## config.mk

```make
export PLATFORM = sky130hd
export DESIGN_NAME = ascon_perm_sched_flat
export DESIGN_NICKNAME = d
export VERILOG_FILES = /design/src/rtl/ascon_perm_sched_if.sv /design/src/rtl/ascon_perm_sched.sv /design/src/flat_wrapper.sv
export SDC_FILE = /design/constraint.sdc
export NUM_CORES = 1
export LEC_CHECK = 0
export BUFFER_PORTS_ARGS = -buffer_cell sky130_fd_sc_hd__buf_2
export CORE_AREA = 2 2 629 631
export DETAILED_ROUTE_END_ITERATION = 6
export DIE_AREA = 0 0 631 633
export HOLD_SLACK_MARGIN = 0.02
export SLEW_MARGIN = 20
export SYNTH_ARGS = -nofsm -noshare
export SYNTH_HDL_FRONTEND = slang
export SYNTH_SLANG_ARGS = --single-unit
export TNS_END_PERCENT = 10
```

## constraint.sdc

```tcl
create_clock -name clk -period 1.5 [get_ports clk]
set_input_delay 0 -clock clk [delete_from_list [all_inputs] [get_ports clk]]
set_output_delay 0 -clock clk [all_outputs]
set_load 0.01 [all_outputs]
```

## src/rtl/ascon_perm_sched_if.sv

```systemverilog
// Bundle between the permutation scheduler, its two requesters (init and
// finalization) and the shared single-round Ascon core. The slave modport is
// the scheduler's view; the master modport is the surrounding logic's view.
interface ascon_perm_sched_if;
  logic         init_req_i;
  logic [319:0] init_state_i;
  logic         fin_req_i;
  logic [319:0] fin_state_i;
  logic         init_done_o;
  logic         fin_done_o;
  logic [319:0] result_o;
  logic         busy_o;
  logic [319:0] rnd_state_o;
  logic [7:0]   rnd_const_o;
  logic [319:0] rnd_state_i;

  modport slave (
    input  init_req_i, init_state_i, fin_req_i, fin_state_i, rnd_state_i,
    output init_done_o, fin_done_o, result_o, busy_o, rnd_state_o, rnd_const_o
  );

  modport master (
    output init_req_i, init_state_i, fin_req_i, fin_state_i, rnd_state_i,
    input  init_done_o, fin_done_o, result_o, busy_o, rnd_state_o, rnd_const_o
  );
endinterface

```

## src/rtl/ascon_perm_sched.sv

```systemverilog
// Ascon permutation scheduler: round-robin arbiter between the init and
// finalization requesters in front of one shared single-round core. The
// granted 320-bit state is iterated NROUNDS times, then a one-cycle done
// pulse goes back to the granted requester.
// Optional build macro ASCON_PERM_ABORT_EN: when defined, dropping the
// granted request during RUN abandons the permutation without a done pulse.
module ascon_perm_sched #(
  parameter int NROUNDS = 12
) (
  input  logic              clk,
  input  logic              rst_n,
  ascon_perm_sched_if.slave bus
);

`ifdef ASCON_PERM_ABORT_EN
  localparam bit ABORT_EN = 1'b1;
`else
  localparam bit ABORT_EN = 1'b0;
`endif

  // Constant index of the first round (p12 starts at 0, p6 at 6).
  localparam logic [3:0] K_START = 4'(12 - NROUNDS);
  localparam logic [3:0] R_LAST  = 4'(NROUNDS - 1);

  typedef enum logic [1:0] {IDLE, RUN, DONE} fsm_e;

  fsm_e         fsm_q;
  logic [319:0] state_q;
  logic [3:0]   round_q;
  logic         gnt_fin_q;
  logic         last_fin_q;
  logic         init_done_q;
  logic         fin_done_q;
  logic         busy_q;

  logic         any_req_d;
  logic         pick_fin_d;
  logic         abort_d;
  logic [3:0]   k_d;
  logic [7:0]   const_d;

  // Arbitration decision, abort detection and round-constant generation.
  always_comb begin
    any_req_d  = bus.init_req_i | bus.fin_req_i;
    // Finalization wins when alone, or on a tie when init was served last.
    pick_fin_d = bus.fin_req_i & (~bus.init_req_i | ~last_fin_q);
    abort_d    = ABORT_EN & ~(gnt_fin_q ? bus.fin_req_i : bus.init_req_i);
    k_d        = K_START + round_q;
    const_d    = (fsm_q == RUN) ? {4'hF - k_d, k_d} : 8'h00;
  end

  // Scheduler FSM with its state register, round counter and registered outputs.
  always_ff @(posedge clk or negedge rst_n) begin
    if (!rst_n) begin
      fsm_q       <= IDLE;
      state_q     <= '0;
      round_q     <= '0;
      gnt_fin_q   <= 1'b0;
      last_fin_q  <= 1'b1;
      init_done_q <= 1'b0;
      fin_done_q  <= 1'b0;
      busy_q      <= 1'b0;
    end else begin
      case (fsm_q)
        IDLE: begin
          if (any_req_d) begin
            fsm_q      <= RUN;
            state_q    <= pick_fin_d ? bus.fin_state_i : bus.init_state_i;
            round_q    <= '0;
            gnt_fin_q  <= pick_fin_d;
            last_fin_q <= pick_fin_d;
            busy_q     <= 1'b1;
          end
        end
        RUN: begin
          if (abort_d) begin
            // Abandoned run: state register keeps its value, no done pulse.
            fsm_q   <= IDLE;
            round_q <= '0;
            busy_q  <= 1'b0;
          end else begin
            state_q <= bus.rnd_state_i;
            round_q <= round_q + 4'd1;
            if (round_q == R_LAST) begin
              fsm_q       <= DONE;
              init_done_q <= ~gnt_fin_q;
              fin_done_q  <= gnt_fin_q;
            end
          end
        end
        DONE: begin
          fsm_q       <= IDLE;
          round_q     <= '0;
          init_done_q <= 1'b0;
          fin_done_q  <= 1'b0;
          busy_q      <= 1'b0;
        end
        default: fsm_q <= IDLE;
      endcase
    end
  end

  assign bus.init_done_o = init_done_q;
  assign bus.fin_done_o  = fin_done_q;
  assign bus.busy_o      = busy_q;
  assign bus.result_o    = state_q;
  assign bus.rnd_state_o = state_q;
  assign bus.rnd_const_o = const_d;

endmodule

```

## src/flat_wrapper.sv

```systemverilog
// flat-port wrapper written by rule: the top's interface ports become plain ports
module ascon_perm_sched_flat 
#(
  parameter int NROUNDS = 12
)
  (clk, rst_n, bus_init_req_i, bus_init_state_i, bus_fin_req_i, bus_fin_state_i, bus_rnd_state_i, bus_init_done_o, bus_fin_done_o, bus_result_o, bus_busy_o, bus_rnd_state_o, bus_rnd_const_o);
  ascon_perm_sched_if bus_i ();
  input  logic clk;
  input  logic rst_n;
  input wire logic [$bits(bus_i.init_req_i)-1:0] bus_init_req_i;
  input wire logic [$bits(bus_i.init_state_i)-1:0] bus_init_state_i;
  input wire logic [$bits(bus_i.fin_req_i)-1:0] bus_fin_req_i;
  input wire logic [$bits(bus_i.fin_state_i)-1:0] bus_fin_state_i;
  input wire logic [$bits(bus_i.rnd_state_i)-1:0] bus_rnd_state_i;
  output wire logic [$bits(bus_i.init_done_o)-1:0] bus_init_done_o;
  output wire logic [$bits(bus_i.fin_done_o)-1:0] bus_fin_done_o;
  output wire logic [$bits(bus_i.result_o)-1:0] bus_result_o;
  output wire logic [$bits(bus_i.busy_o)-1:0] bus_busy_o;
  output wire logic [$bits(bus_i.rnd_state_o)-1:0] bus_rnd_state_o;
  output wire logic [$bits(bus_i.rnd_const_o)-1:0] bus_rnd_const_o;
  assign bus_i.init_req_i = bus_init_req_i;
  assign bus_i.init_state_i = bus_init_state_i;
  assign bus_i.fin_req_i = bus_fin_req_i;
  assign bus_i.fin_state_i = bus_fin_state_i;
  assign bus_i.rnd_state_i = bus_rnd_state_i;
  assign bus_init_done_o = bus_i.init_done_o;
  assign bus_fin_done_o = bus_i.fin_done_o;
  assign bus_result_o = bus_i.result_o;
  assign bus_busy_o = bus_i.busy_o;
  assign bus_rnd_state_o = bus_i.rnd_state_o;
  assign bus_rnd_const_o = bus_i.rnd_const_o;
  ascon_perm_sched #(.NROUNDS(NROUNDS)) u_core (.clk(clk), .rst_n(rst_n), .bus(bus_i));
endmodule
```

==> results by group, run 1 <==
Synthesis
  • Top post-synthesis cells by area: dfrtp_1 (37%), a221oi_2 (20%), mux2i_1 (14%)
  • Synth unique cells: 32
  • Sequential fraction of the synthesis area: 36.9%
  • Area leader, netlist: dfrtp_1
  • Ys Warns: 0
  • Mapped Cells: 2124
  • Top cell type's share of synthesized area: 36.8%
  • Avg Inst Size Synth: 10.6 µm²
  • Synth Cell Area: 22400 µm²
  • Synth Register Bits: 331
  • Syn Nets: 3089

Place
  • Placement Cell Area: 36900 µm²
  • Placer Congestion: 1.05
  • PortBufs: 1614
  • Post-DP HPWL: 280000 µm

Layout
  • Post-route cell area: 52200 µm²
  • Commonest non-fill, non-tap cell in the layout: buf_2
  • Multi-input logic area: 10500 µm²
  • Layout cells sized above 1: 54.0%
  • Layout area overhead: 133%
  • Filler cells: 44300
  • Commonest cells after routing, fill and taps aside: buf_2 (1576), dlygate4sd3_1 (996), nor2_1 (324), inv_1 (322), dfrtp_1 (311)
  • Register area: 8310 µm²
  • Nets: 5690
  • Fin util: 13.3%

Global routing
  • Gr ovfl total: 0
  • Largest net degree at the start of global routing: 73
  • Vias in the first global route: 31500
  • Initial antenna violation count: 133
  • First-pass GRT wire length: 389000 µm
  • GRT Util Overall: 15.6%

Timing
  • Max_slew headroom: 63.9%
  • PnR worst setup slack: -0.481 ns
  • Final hold vios: 0
  • Final setup viols: 512
  • Max Clock Skew: 0.0543 ns
  • Worst-margin pin slew: 0.540 ns
  • Setup total negative slack: -109.20 ns
  • Unrepaired setup endpoints after global routing: true
  • Crit share post-route: 132%
  • Tmin final: 1.98 ns
  • Max Transition Viols Final: 0
  • Fmax: 505 MHz

CTS
  • CTS root buf: clkbuf_16
  • Sink Count: 331
  • Clock buffer depth: 3
  • Clock buffer count from CTS: 51
  • CTS tree: yes
  • Skew-Pair Late Insertion Delay: 0.76 ns
  • Reg clk slew, reported paths: 0.07 ns
  • Htree depth: 2

Pwr
  • Static leakage: 23.6 nW
  • Psw: 58.3 mW
  • Clk pwr share: 12.8%
  • Peak VDD IR: 1290 µV
  • Internal power: 44.1 mW
  • Switching Fraction: 57.0%
  • Power Dens Cells: 1960 nW/µm²
  • Combinational share of power: 66.9%
  • Seq pwr share: 20.3%

Outcome
  • Status: finished, violations left
  • Failing checks: setup timing

Drt
  • Final wirelength: 330000 µm
  • Vias: 30300
  • Vias/cell: 3.01
  • Drt wl/cell: 32.8 µm
  • DR pass1 iterations: 5
  • DR iter-0 viols: 2471
  • # DRC: 0
  • Post-route antenna net violation count: 0

Die
  • Row cnt: 230
  • Core area: 392000 µm²
  • Die area: 399000 µm²
  • Initial core utilization: 5.72%
  • Die Height: 633 µm
  • I/O pin count: 1615
  • Die width: 631 µm

Critical path
  • Reg-to-reg slack, setup: -0.48 ns
  • Worst setup EP type: flip-flop
  • CP required: 2.16 ns
  • Critical setup path kind: reg2reg
  • CP max FO: 9
  • Worst EP arrival: 2.64 ns
  • Startpoint Class: flip-flop
  • Setup crit start: u_core.last_fin_q
  • FF-to-FF Start: u_core.last_fin_q

Flow run
  • Max-Cap Viols: 0

Worst hold path
  • HP Class: in2reg
  • Hold Crit Start: bus_init_req_i
## cell usage after synthesis
cell / number
o21ai_0: 1
o21a_1: 1
a21boi_2: 1
buf_4: 354
clkbuf_1: 39
dfstp_2: 1
nand3_1: 5
or3_1: 2
ha_1: 1
inv_1: 322
a21o_1: 1
a22o_1: 2
nor2b_1: 1
mux2i_1: 322
buf_6: 10
dfrtp_1: 330
o311ai_0: 1
nand2_1: 4
or2_2: 1
a31oi_1: 1
nor2_1: 329
clkbuf_4: 1
a221oi_1: 21
nor3_2: 2
a41oi_1: 1
a221oi_2: 299
nand2b_1: 4
buf_12: 23
buf_2: 38
nor4_1: 1
and2_1: 4
a21oi_1: 1
## critical path: stages (launching register included)
cell	delay [ns]
dfstp_2	0.56
a21boi_4	0.08
buf_6	0.13
buf_12	0.15
buf_12	0.14
clkbuf_16	0.17
buf_8	0.15
mux2i_1	0.14
buf_4	0.16
a221oi_4	0.21
## kinds of logic (layout without fill, tap and decap cells)
logic type                 after synthesis  count (layout)  synth area share (%)
buffers and inverters                  787            3429                  21.3
DFF                                    331             331                  36.9
adders and majority gates                1               1                0.0558
muxes                                  322             322                  14.4
other                                    0              81                     0
and+or+nand+nor                        353             353                  6.14
AOI/OAI and AO/OA                      330             330                  21.2
## power groups by stage
| stage | registers (mW) | logic [mW] | clock network [mW] |
|---|---|---|---|
| after floorplan | 18.9 | 23.5 | 0 |
| after global placement | 21.3 | 60.8 | 0 |
| after detailed placement | 21.6 | 60.6 | 0 |
| after CTS | 21.2 | 67.9 | 13.7 |
| after global routing | 21.4 | 73.0 | 13.9 |
| final | 20.7 | 68.5 | 13.1 |
## per-stage QoR
stage	instances	setup WS (ns)	power [mW]	hold WS [ns]
floorplan	2124	-0.0157	42.3	-0.296
global placement	8807	-1.06	82.1	0.106
detailed placement	8807	-0.904	82.2	0.103
CTS	9952	-0.459	103	-0.222
global route	10000	-0.504	108	0.0206
finish	10100	-0.481	102	0.0391
## routing by layer
layer	track usage, %	vias to the layer above	wire (µm)
li1	-	12400	-
met1	15.5	14500	110000
met2	24.8	2468	147000
met3	10.0	852	51200
met4	8.40	66	21500
met5	0	-	416
## sequential cells by signal (all words and copies together) (netlist names)
| register | cells |
|---|---|
| u_core.last_fin_q | 1 |
| u_core.bus.result_o | 320 |
| u_core.bus.fin_done_o | 1 |
| u_core.gnt_fin_q | 1 |
| u_core.round_q | 4 |
| u_core.bus.busy_o | 1 |
| u_core.bus.init_done_o | 1 |
| u_core.fsm_q | 2 |
## repair_timing
action | CTS | global route
pin swaps | 27 | 84
setup buffers | 54 | 30
endpoints found under the setup margin | 752 | 985
cloned | 11 | 17
hold buffers | 994 | 3
resized for setup | 281 | 164
hold endpoints to repair | 656 | 38
## path summary, 6_finish.rpt
kind | endpoint | depth (start not counted)
setup / recovery | u_core.bus.result_o[36] | 9
hold / removal | u_core.gnt_fin_q | 5
setup reg to reg | u_core.bus.result_o[36] | 9
hold reg to reg | u_core.bus.init_done_o | 1
max in group asynchronous | u_core.bus.result_o[271] | 6
min in group asynchronous | u_core.bus.result_o[67] | 5
## cell type report
class / count / share of cell area (%)
timing repair buffer: 3013 / 45.6
multi-input combinational: 1006 / 20.0
sequential: 331 / 15.9
tap: 5220 / 12.5
clock buffer: 66 / 2.73
inverter: 322 / 2.32
clock inverter: 28 / 0.556
antenna: 81 / 0.388
Power figures use the tool's default switching activity.
==> run 2, diff against run 1 <==
--- a/config.mk
+++ b/config.mk
@@ -6,9 +6,9 @@
 export NUM_CORES = 1
 export LEC_CHECK = 0
 export BUFFER_PORTS_ARGS = -buffer_cell sky130_fd_sc_hd__buf_2
-export CORE_AREA = 2 2 629 631
+export CORE_AREA = 2 2 635 637
 export DETAILED_ROUTE_END_ITERATION = 6
-export DIE_AREA = 0 0 631 633
+export DIE_AREA = 0 0 637 639
 export HOLD_SLACK_MARGIN = 0.02
 export SLEW_MARGIN = 20
 export SYNTH_ARGS = -nofsm -noshare
==> constraint.sdc (replaced) <==
create_clock -name clk -period 2.2 [get_ports clk]
set_input_delay 0 -clock clk [delete_from_list [all_inputs] [get_ports clk]]
set_output_delay 0 -clock clk [all_outputs]
set_load 0.01 [all_outputs]
==> results by group, run 2 (synthesis gave the netlist of run 1 again) <==
Outcome
  • Status: complete, no violations

Drt
  • Vias/cell: 2.93 (-2.7%)
  • WL met1: 105000 µm (-4.1%)
  • DR pass1 iterations: 6 (+1)
  • WL met3: 49400 µm (-3.6%)
  • Met2 routed WL: 144000 µm (-2.2%)
  • Post-route antenna net violation count: 0 (unchanged)
  • DR iter-0 viols: 3112 (+26%)
  • # DRC: 0 (unchanged)
  • Drt wl/cell: 32.1 µm (-2.3%)
  • Max Used Layer: met5
  • Vias: 28900 (-4.5%)
  • Final wirelength: 317000 µm (-4.1%)

Die
  • Die Height: 639 µm (+0.95%)
  • Die area: 407000 µm² (+1.9%)
  • I/O pin count: 1615 (unchanged)
  • Initial core utilization: 5.60% (-0.13 points)
  • Die width: 637 µm (+0.95%)
  • Core area: 401000 µm² (+2.3%)
  • Row cnt: 233 (+1.3%)

Timing
  • Max_slew headroom: 39.6% (-24 points)
  • Setup total negative slack: 0 ns (+109.20 ns)
  • Worst hold slack: 0.0658 ns (+0.0267 ns)
  • Final hold vios: 0 (unchanged)
  • Unrepaired setup endpoints after global routing: true
  • Max Transition Viols Final: 0 (unchanged)
  • Crit share post-route: 98.2% (-34 points)
  • Tmin final: 2.16 ns (+0.179 ns)
  • PnR worst setup slack: 0.0392 ns (+0.521 ns)
  • Final setup viols: 0 (-100%)
  • Worst-margin pin slew: 0.888 ns (+0.348 ns)
  • Max Clock Skew: 0.0469 ns (-0.00740 ns)
  • Fmax: 463 MHz (-8.3%)

CTS
  • Clock buffer count from CTS: 50 (-2.0%)
  • Clock buffer depth: 3 (unchanged)
  • Htree depth: 2 (unchanged)
  • Post-CTS setup buffers: 0 (-100%)
  • CTS tree: yes
  • Sink Count: 331 (unchanged)
  • Skew-Pair Late Insertion Delay: 0.71 ns (-0.05 ns)
  • CTS root buf: clkbuf_16
  • Reg clk slew, reported paths: 0.06 ns (about the same)

Layout
  • Nets: 5436 (-4.5%)
  • Post-Layout Cell Count: 9878 (-1.9%)
  • Commonest cells after routing, fill and taps aside: buf_2 (1613), dlygate4sd3_1 (973), dfrtp_1 (330), nor2_1 (328), inv_1 (322)
  • Layout cells sized above 1: 48.8% (-5.2 points)
  • Layout area overhead: 111%
  • Commonest non-fill, non-tap cell in the layout: buf_2
  • Largest register FFs: 320 (unchanged)

Critical path
  • Startpoint Class: flip-flop
  • Slowest stage cell, crit path: mux2i_2
  • Critical setup path kind: reg2reg
  • CP max stage delay: 0.42 ns (-0.14 ns)
  • CP max FO: 24 (+15)
  • Worst EP arrival: 2.70 ns (+0.06 ns)
  • Worst setup EP type: flip-flop
  • Critical Path, Cell by Cell: a21boi_4 > buf_12 > buf_12 > buf_4 > mux2i_2 > a221oi_2
  • CP required: 2.74 ns (+0.58 ns)
  • Critical Path Most Common Cell: buf_12

Place
  • Placer Congestion: 1.02 (-3.0%)
  • Post-DP HPWL: 278000 µm (-0.67%)
  • Dpl cells: 8732 (-0.85%)
  • PortBufs: 1614 (unchanged)
  • Pre-CTS WS: -0.568 ns (+0.336 ns)

Global routing
  • First-pass GRT wire length: 378000 µm (-2.7%)
  • Largest net degree at the start of global routing: 73 (unchanged)
  • Initial antenna violation count: 116 (-13%)
  • Gr ovfl total: 0 (unchanged)
  • Vias in the first global route: 29600 (-5.8%)
  • GRT Util Overall: 14.9% (-0.71 points)

Pwr
  • Peak VDD IR: 948 µV (-27%)
  • Static leakage: 21.7 nW (-8.2%)
  • Power Dens Cells: 1340 nW/µm² (-31%)

Flow run
  • Max-Cap Viols: 0 (unchanged)

Worst hold path
  • HP Class: in2reg
-- run 2: cell count changes in the layout (fill, tap and decap cells not counted), moves of 37 or more --
| cell | previous run | this run |
|---|---|---|
| mux2i_2 | 72 | 13 |
| mux2i_1 | 205 | 301 |
| buf_6 | 65 | 3 |
| buf_2 | 1576 | 1613 |
| buf_12 | 107 | 54 |
| buf_4 | 203 | 112 |
| mux2i_4 | 45 | 8 |
-- run 2: layer usage --
layer / vias to the layer above / GRT usage [%]
met5: - / 0
met4: 60 / 7.18
met3: 666 / 9.80
met2: 2309 / 23.8
met1: 14000 / 14.8
li1: 11900 / -
-- run 2: repair_timing --
item / CTS / global route
pin swaps: 3 / 0
gates resized for setup: 12 / 2
hold buffers: 974 / 0
endpoints found under the hold margin: 657 / 0
cloned: 0 / 0
setup endpoints to repair: 8 / 3
-- run 2: final timing paths --
check,startpoint,endpoint,slack [ns],cells after the start
min,bus_fin_state_i[77],u_core.bus.result_o[77],0.07,4
min in group asynchronous,rst_n,u_core.bus.result_o[69],0.34,4
max,u_core.last_fin_q,u_core.bus.result_o[90],0.04,6
min reg2reg,u_core.gnt_fin_q,u_core.bus.init_done_o,0.49,1
max reg2reg,u_core.last_fin_q,u_core.bus.result_o[90],0.04,6
max in group asynchronous,rst_n,u_core.bus.result_o[238],0.89,6
-- run 2: critical path: cells and delay by family, from the launching register on --
kind	cells	cell delay, ns
buffers and inverters	3	0.71
muxes	1	0.42
DFF	1	0.39
AOI/OAI and AO/OA	2	0.36
-- run 2: final cells by class --
type / instances / area, µm²
multi-input cells: 1006 / 9550
diodes: 80 / 200
inverters: 322 / 1210
clock inverters: 27 / 295
clock buffers: 65 / 1400
flip-flops and latches: 331 / 8280
well taps: 5287 / 6620
repair buffers: 2760 / 19900
fillers: 45600 / 353000
-- run 2: power breakdown --
group	switching, mW	leakage (nW)	total, mW	internal [mW]
clock network	3.86	0.837	8.82	4.96
registers	5.70	3.81	14.8	9.14
logic	28.5	17.0	40.1	11.7
-- run 2: metrics by stage --
step / instance area, µm² / total power, mW / util [%]
4_1_cts: 47200 / 65.6 / 11.8
5_1_grt: 47400 / 67.5 / 11.8
2_1_floorplan: 22400 / 28.9 / -
3_3_place_gp: 35600 / 54.6 / 8.88
6_report: 47400 / 63.8 / 11.8
3_5_place_dp: 35700 / 54.6 / 8.91
